`src/rtl/rmst_arbiter.sv`:
```
`default_nettype none
// ============================================================================
//  Module   : rmst_arbiter
//  Purpose  : Round-robin sharing of one AXI read-master channel among
//             NUM_REQ buffers. Latches request pulses, issues one burst at a
//             time, steers the returned stream to the granted buffer and
//             reports per-requester completion once the burst has landed.
//  Revision : 1.0  initial release
// ============================================================================
module rmst_arbiter #(
   parameter int DATA_WIDTH = 512,
   parameter int NUM_REQ    = 2
) (
   input  logic                       clk,
   input  logic                       rst,
   input  logic [NUM_REQ-1:0]         req_pulse,
   input  logic [NUM_REQ*64-1:0]      req_addr,
   input  logic [NUM_REQ*64-1:0]      req_size,
   input  logic [NUM_REQ-1:0]         req_clear,
   output logic [NUM_REQ-1:0]         req_done,
   output logic                       m_start,
   output logic [63:0]                m_addr,
   output logic [63:0]                m_size,
   input  logic                       m_done,
   input  logic [DATA_WIDTH-1:0]      s_tdata,
   input  logic                       s_tvalid,
   output logic                       s_tready,
   output logic [DATA_WIDTH-1:0]      o_tdata,
   output logic [NUM_REQ-1:0]         o_tvalid,
   input  logic [NUM_REQ-1:0]         o_tready,
   output logic                       busy,
   output logic [$clog2(NUM_REQ)-1:0] grant_id
);

   localparam int DATA_WIDTH_BYTE = DATA_WIDTH / 8;
   localparam int BEAT_SHIFT      = $clog2(DATA_WIDTH_BYTE);
   localparam int ID_W            = $clog2(NUM_REQ);
   localparam logic [ID_W-1:0] LAST_ID = ID_W'(NUM_REQ - 1);

   typedef enum logic [1:0] {
      IDLE  = 2'd0,
      ISSUE = 2'd1,
      XFER  = 2'd2,
      DONE  = 2'd3
   } state_t;

   state_t             state;
   state_t             state_nxt;
   logic [NUM_REQ-1:0] pend;
   logic [ID_W-1:0]    last_grant;
   logic [63:0]        beat_cnt;
   logic               done_seen;
   logic [63:0]        beat_target;
   logic               beat;
   logic               pick_valid;
   logic [ID_W-1:0]    pick_id;
   logic [ID_W-1:0]    cand;
   logic               grant_now;
   logic [NUM_REQ-1:0] pick_oh;
   logic [NUM_REQ-1:0] inflight_oh;

   // Beats needed for the burst: ceil(m_size / bytes-per-beat), overflow-free on 64 bits.
   assign beat_target = (m_size >> BEAT_SHIFT) + {63'd0, |m_size[BEAT_SHIFT-1:0]};

   // Round-robin pick: first pending requester after the last grant, wrapping.
   always_comb begin
      pick_valid = 1'b0;
      pick_id    = last_grant;
      cand       = last_grant;
      for (int k = 0; k < NUM_REQ; k++) begin
         cand = (cand == LAST_ID) ? '0 : cand + ID_W'(1);
         if (!pick_valid && pend[cand]) begin
            pick_valid = 1'b1;
            pick_id    = cand;
         end
      end
   end

   assign grant_now   = (state == IDLE) && pick_valid;
   assign pick_oh     = grant_now ? (NUM_REQ'(1) << pick_id) : '0;
   // A pulse from the requester currently being served is absorbed.
   assign inflight_oh = (state != IDLE) ? (NUM_REQ'(1) << grant_id) : '0;

   // Pending flags: a pulse beats a clear; a grant consumes the flag.
   always_ff @(posedge clk) begin
      if (rst) begin
         pend <= '0;
      end else begin
         pend <= (req_pulse & ~inflight_oh & ~pick_oh) | (pend & ~req_clear & ~pick_oh);
      end
   end

   // Grant bookkeeping and burst parameters, updated only on IDLE->ISSUE.
   always_ff @(posedge clk) begin
      if (rst) begin
         grant_id   <= '0;
         last_grant <= LAST_ID;
         m_addr     <= '0;
         m_size     <= '0;
      end else if (grant_now) begin
         grant_id   <= pick_id;
         last_grant <= pick_id;
         m_addr     <= req_addr[{pick_id, 6'd0} +: 64];
         m_size     <= req_size[{pick_id, 6'd0} +: 64];
      end
   end

   // Beat counter and sticky read-master completion flag.
   always_ff @(posedge clk) begin
      if (rst || state == DONE) begin
         beat_cnt  <= '0;
         done_seen <= 1'b0;
      end else if (state == XFER) begin
         if (beat) begin
            beat_cnt <= beat_cnt + 64'd1;
         end
         if (m_done) begin
            done_seen <= 1'b1;
         end
      end
   end

   // FSM state register.
   always_ff @(posedge clk) begin
      if (rst) begin
         state <= IDLE;
      end else begin
         state <= state_nxt;
      end
   end

   // Next-state logic plus combinational stream routing and strobes.
   always_comb begin
      state_nxt = state;
      m_start   = 1'b0;
      req_done  = '0;
      s_tready  = 1'b0;
      o_tvalid  = '0;
      o_tdata   = s_tdata;
      busy      = (state != IDLE);

      if (state == XFER) begin
         s_tready = o_tready[grant_id];
         if (s_tvalid) begin
            o_tvalid = NUM_REQ'(1) << grant_id;
         end
      end
      beat = s_tvalid & s_tready;

      case (state)
         IDLE: begin
            if (pick_valid) begin
               state_nxt = ISSUE;
            end
         end
         ISSUE: begin
            if (m_size != 64'd0) begin
               m_start   = 1'b1;
               state_nxt = XFER;
            end else begin
               state_nxt = DONE;
            end
         end
         XFER: begin
            // m_done and the final beat may land in either order or together.
            if ((done_seen || m_done) &&
                ((beat_cnt + {63'd0, beat}) >= beat_target)) begin
               state_nxt = DONE;
            end
         end
         DONE: begin
            req_done  = NUM_REQ'(1) << grant_id;
            state_nxt = IDLE;
         end
         default: state_nxt = IDLE;
      endcase
   end

endmodule
`default_nettype wire
```
`config.mk`:
```
export PLATFORM = sky130hd
export DESIGN_NAME = rmst_arbiter
export DESIGN_NICKNAME = d
export VERILOG_FILES = /design/src/rtl/rmst_arbiter.sv
export SDC_FILE = /design/constraint.sdc
export NUM_CORES = 1
export LEC_CHECK = 0
export CORE_AREA = 2 2 563 565
export CTS_CLUSTER_SIZE = 40
export DETAILED_ROUTE_END_ITERATION = 12
export DIE_AREA = 0 0 565 567
export GPL_TIMING_DRIVEN = 0
export PLACE_DENSITY = 0.3
export SLEW_MARGIN = 20
export SYNTH_ARGS = -nofsm -noshare
export SYNTH_HDL_FRONTEND = slang
export SYNTH_SLANG_ARGS = --single-unit
```
`constraint.sdc`:
```
create_clock -name clk -period 7.4 [get_ports clk]
set_input_delay 1.11 -clock clk [delete_from_list [all_inputs] [get_ports clk]]
set_output_delay 1.11 -clock clk [all_outputs]
set_load 0.02 [all_outputs]
```
* Yosys cells after proc, flatten, opt, wreduce, memory -nomap -nowiden
Index checks and enable logic that the tools add are counted. Widths: inputs -> output; s select.
Storage, ports and cells: bits in registers 199, input port bits 778, output and inout port bits 648, word-level logic and storage cells 72
Operators by class: add/subtract/negate cells 5, order comparisons 4, equal/unequal tests 5, shift-type cells 4, multiplexer cells 24, bitwise logic cells 9, reduce and logical (&&, ||, !) cells 13
Operators by type and width (count):
- $shiftx 128x8->64 | 2
- $add 64x1->64 | 1
- $add 64x1->64 const B | 1
- $ge 64x59->1 | 1
- $reduce_bool 64->1 | 1
- $add 58x1->59 | 1
- $mux 1 | 16
- $mux 2 | 7
- $and 2x2->2 | 4
- $pmux 2 s4 | 1
- $lt 1x2->1 const B | 3
- $not 2->2 | 3
- $reduce_and 2->1 | 3
- $reduce_or 6->1 | 1
- $eq 2x2->1 const B | 2
- $shl 1x1->2 const A | 2
- $logic_and 1x1->1 | 3
- $add 1x1->1 const B | 2
- $eq 2x1->1 const B | 1
- $logic_not 2->1 | 1
- $logic_or 1x1->1 | 2
- $ne 2x1->1 const B | 1
- $ne 2x2->1 const B | 1
- $or 2x2->2 | 1
- 3 further kinds | 3

* Depth between registers and ports, before layout
depth after elaboration 13, depth in mapped cells 21, mapped depth without buffers 21

* Worst setup path before layout
No wires, ideal clock.
kind in2reg, from input port o_tready[1], to register state[0], arrival time 4.780 ns, data required time 7.281 ns, path slack 2.502 ns, stages 17, buffers on the path 0, cells stage by stage mux2i_1 > nor2_1 > ha_1 > nand3_1 > nor4_1 > nand3_1 > nor2_1 > xor2_1 > ha_1 > or4_1 > a221oi_1 > o21ai_0 > a2111oi_0 > o211ai_1 > nor4_2 > a21oi_1 > o221a_2
On the way: longest elaborated chain between the ends 9
RTL lines:
- start: declaration | RTL line 30 | input logic [NUM_REQ-1:0] o_tready,
- $mux 1 (implied by the code) (2 in a row) | RTL line 143 | s_tready = o_tready[grant_id];
- $mux 1 | RTL line 142 | if (state == XFER) begin
- $and 1x1->1 | RTL line 148 | beat = s_tvalid & s_tready;
- $add 64x1->64 | RTL line 167 | ((beat_cnt + {63'd0, beat}) >= beat_target)) begin
- $ge 64x59->1 | RTL line 167
- $logic_and 1x1->1 | RTL line 166 | if ((done_seen || m_done) &&
- $ne 2x1->1 (no line)
- $reduce_and 2->1 (no line)
- end signal: assignment | RTL line 128 | state <= state_nxt;
- end: declaration | RTL line 47 | state_t state;
No other way between the ends. The select of a mux whose other input is x is not followed. A chain may end at the register's enable or synchronous reset.

* Final worst setup path
from input port s_tvalid, to register state[0]
On the way: longest elaborated chain between the ends 6
RTL lines:
- start: declaration | RTL line 26 | input logic s_tvalid,
- $and 1x1->1 | RTL line 148
- $add 64x1->64 | RTL line 167
- $ge 64x59->1 | RTL line 167
- $logic_and 1x1->1 | RTL line 166
- $ne 2x1->1 (no line)
- $reduce_and 2->1 (no line)
No other way between the ends.

==> flow_summary.json <==
{
  "ir_drop_uv": 182,
  "io_pins": 1426,
  "final_cell_mix": "913 x clkdlybuf4s50_1, 519 x buf_4, 247 x nor2_1, 199 x dfxtp_1",
  "dr.first_iter.drc_count": 811,
  "cts_hold_buf": 0,
  "post-cts-setup-buffers": 0,
  "setup_ws_ns": 0.579,
  "grt_pass1_vias": 18700,
  "grtUsageMet1": 0.0827,
  "cts_root_buffer": "clkbuf_16",
  "fin_hold_ws_ns": 0.493,
  "seq_area_frac_synth": 0.241,
  "insertion_delay_ns": 0.56,
  "pwr-share-seq": 0.262,
  "ys.warnings.count": 0,
  "fin_crit_sh": 0.922,
  "grt.met2_usage": 0.160,
  "cts_tree": "built",
  "stdcell_area_sq_um": 31700,
  "synth_fp_nets": 2879,
  "wl_per_cell_microns": 19.8,
  "fin_nets": 3818,
  "placed_cells": 7113,
  "grt_usage": 0.0844,
  "overflow": 0,
  "clockBufferDepth": 2,
  "first_pass_iters": 5,
  "avgViaCountPerCell": 2.52,
  "synth-async-reset-ratio": 0,
  "drcViolationCount": 0,
  "cts_resized": 0,
  "p_per_area_nw_per_um2": 223,
  "place_congestion": 0.964,
  "drive_gt1_frac": 0.205,
  "vias": 18000,
  "synth_top_area_frac": 0.241,
  "fmax_mhz": 147,
  "ys_seq_elements": 199,
  "drv_cap": 0,
  "dieArea_sq_um": 320000,
  "ys.flop_type": "dfxtp_1",
  "syn_avg_cell_area_sq_um": 8.13,
  "grt-busiest-layer": "met2",
  "drtAntennaViolNets": 0,
  "synthesis.area_sq_um": 16500,
  "yosys.area.top_type": "dfxtp_1",
  "die_w_microns": 565,
  "dp_hpwl_mm": 127,
  "slew_violations": 0,
  "cts.sinks": 199,
  "finalNonFillerCells": 7154,
  "worstSetupEndpointType": "flop",
  "antenna_found_initial": 43,
  "hold_violations": 0,
  "critical_path_class": "in2reg",
  "cp_max_fo": 8,
  "intPower_w": 0.00361,
  "die_h_microns": 567,
  "clkPwrFrac": 0.164,
  "htree_levels": 4,
  "dpl_worst_slack_ns": -0.185,
  "placed_area_sq_um": 31000,
  "p_sw_frac": 0.489,
  "grt_first_pass_wirelength_mm": 179,
  "critPathArrivalTime_ns": 7.26,
  "final_common_cell": "clkdlybuf4s50_1",
  "final.setup.tns_ns": 0,
  "hp-class": "reg2reg",
  "switching_power_w": 0.00345,
  "cts_buffers": 17,
  "outcome": "complete, no violations",
  "wirelength_mm": 141,
  "ys_top_cells_by_area": "dfxtp_1 24%, buf_4 23%, mux2i_1 7.9%, a211oi_1 5.9%, nor2_1 5.6%",
  "start_util": 0.0526,
  "critical_path_required_ns": 7.83,
  "port_buffers": 913,
  "rsz0062_at_grt": "no",
  "power.leakage_nw": 11.0,
  "syn_inst": 2033,
  "relSlewSlack": 0.317,
  "met3_usage": 0.0328,
  "clkTransAtPathRegs_ns": 0.09,
  "startpoint_type": "primary input",
  "finClkSkew_ns": 0.0303,
  "coreArea_sq_um": 314000,
  "synth-edff-count": 0,
  "layout_min_cycle_time_ns": 6.82,
  "area_growth_pct": 91.9,
  "yosysUniqueCellTypes": 59,
  "grt_max_degree": 24,
  "setup_viol": 0,
  "tightest_slew_ns": 1.02,
  "p_comb_frac": 0.574,
  "row_count": 206
}
==> worst paths after layout <==
path	start	end	slack, ns	cells after the start
max	s_tvalid	state[0]$_SDFFE_PP0P_	0.58	18
min	done_seen$_SDFFE_PP0P_	done_seen$_SDFFE_PP0P_	0.49	2
max reg2reg	state[0]$_SDFFE_PP0P_	state[0]$_SDFFE_PP0P_	0.76	19
min reg2reg	done_seen$_SDFFE_PP0P_	done_seen$_SDFFE_PP0P_	0.49	2
==> per-layer routing <==
| metal | share of wire | routed length, microns |
|---|---|---|
| met1 | 0.35 | 49100 |
| met5 | 0.0011 | 150 |
| met4 | 0.031 | 4370 |
| met3 | 0.093 | 13100 |
| met2 | 0.53 | 74700 |
==> flip-flops by register name, indices dropped and copies added, names as in the netlist <==
name        flops
state           2
done_seen       1
m_size         64
m_addr         64
last_grant      1
beat_cnt       64
pend            2
grant_id        1
==> worst max-delay path, stage by stage <==
cell and delay [ns]:
clkdlybuf4s50_1 0.47, nand2_1 0.25, nor2_1 0.34, ha_1 0.24
nand3_1 0.30, nor4_1 0.64, nand3_1 0.61, nor2_1 0.28
xor2_1 0.12, ha_1 0.24, or4_1 0.53, a221oi_1 0.21
o21ai_0 0.17, a2111oi_0 0.70, o211ai_1 0.29, nor4_2 0.28
a21oi_1 0.17, o221a_2 0.29
==> power by group through the flow <==
stage	registers [W]	logic [W]	clock network, W
detailed placement	0.00192	0.00420	0
global placement	0.00191	0.00417	0
floorplan	0.00198	0.00174	0
global route	0.00192	0.00441	0.00125
finish	0.00185	0.00405	0.00116
CTS	0.00190	0.00422	0.00124
==> Yosys cell counts (11+ instances only) <==
| cell | number |
|---|---|
| inv_1 | 16 |
| nand2_1 | 102 |
| buf_1 | 18 |
| nor3_1 | 21 |
| a211oi_1 | 129 |
| nand4_1 | 63 |
| buf_2 | 11 |
| xnor2_1 | 69 |
| dfxtp_1 | 199 |
| mux2i_1 | 131 |
| nand3_1 | 58 |
| nor2_1 | 248 |
| o21ai_0 | 30 |
| ha_1 | 68 |
| clkbuf_1 | 59 |
| xor2_1 | 96 |
| or3_1 | 18 |
| and3_1 | 20 |
| buf_4 | 517 |
| a21oi_1 | 37 |
| nor4_1 | 36 |
==> per-stage QoR <==
stage,power [W],util
after floorplan,0.00372,-
after detailed placement,0.00612,0.0988
after CTS,0.00736,0.101
after global placement,0.00608,0.0983
final,0.00706,0.101
after global routing,0.00757,0.101
==> final cells by class <==
cell class | count | area (sq um)
fillers | 36400 | 282000
repair buffers | 920 | 9260
multi-input cells | 1207 | 8210
well taps | 4160 | 5200
plain buffers | 611 | 4310
flip-flops and latches | 199 | 3980
clock buffers | 17 | 425
clock inverters | 15 | 223
inverters | 16 | 60.1
diodes | 9 | 22.5
==> cell families (layout without fill, tap and decap cells) <==
group	Yosys count	after routing	share of synthesized area
compound gates	217	217	0.0900
xor+xnor	165	165	0.0875
fa+ha+maj	68	68	0.0515
buf+inv	627	1579	0.264
flops	199	199	0.241
mux	131	131	0.0794
other cells	0	9	0
simple gates	626	626	0.187
Note: power is estimated with default switching activity, not from simulation.
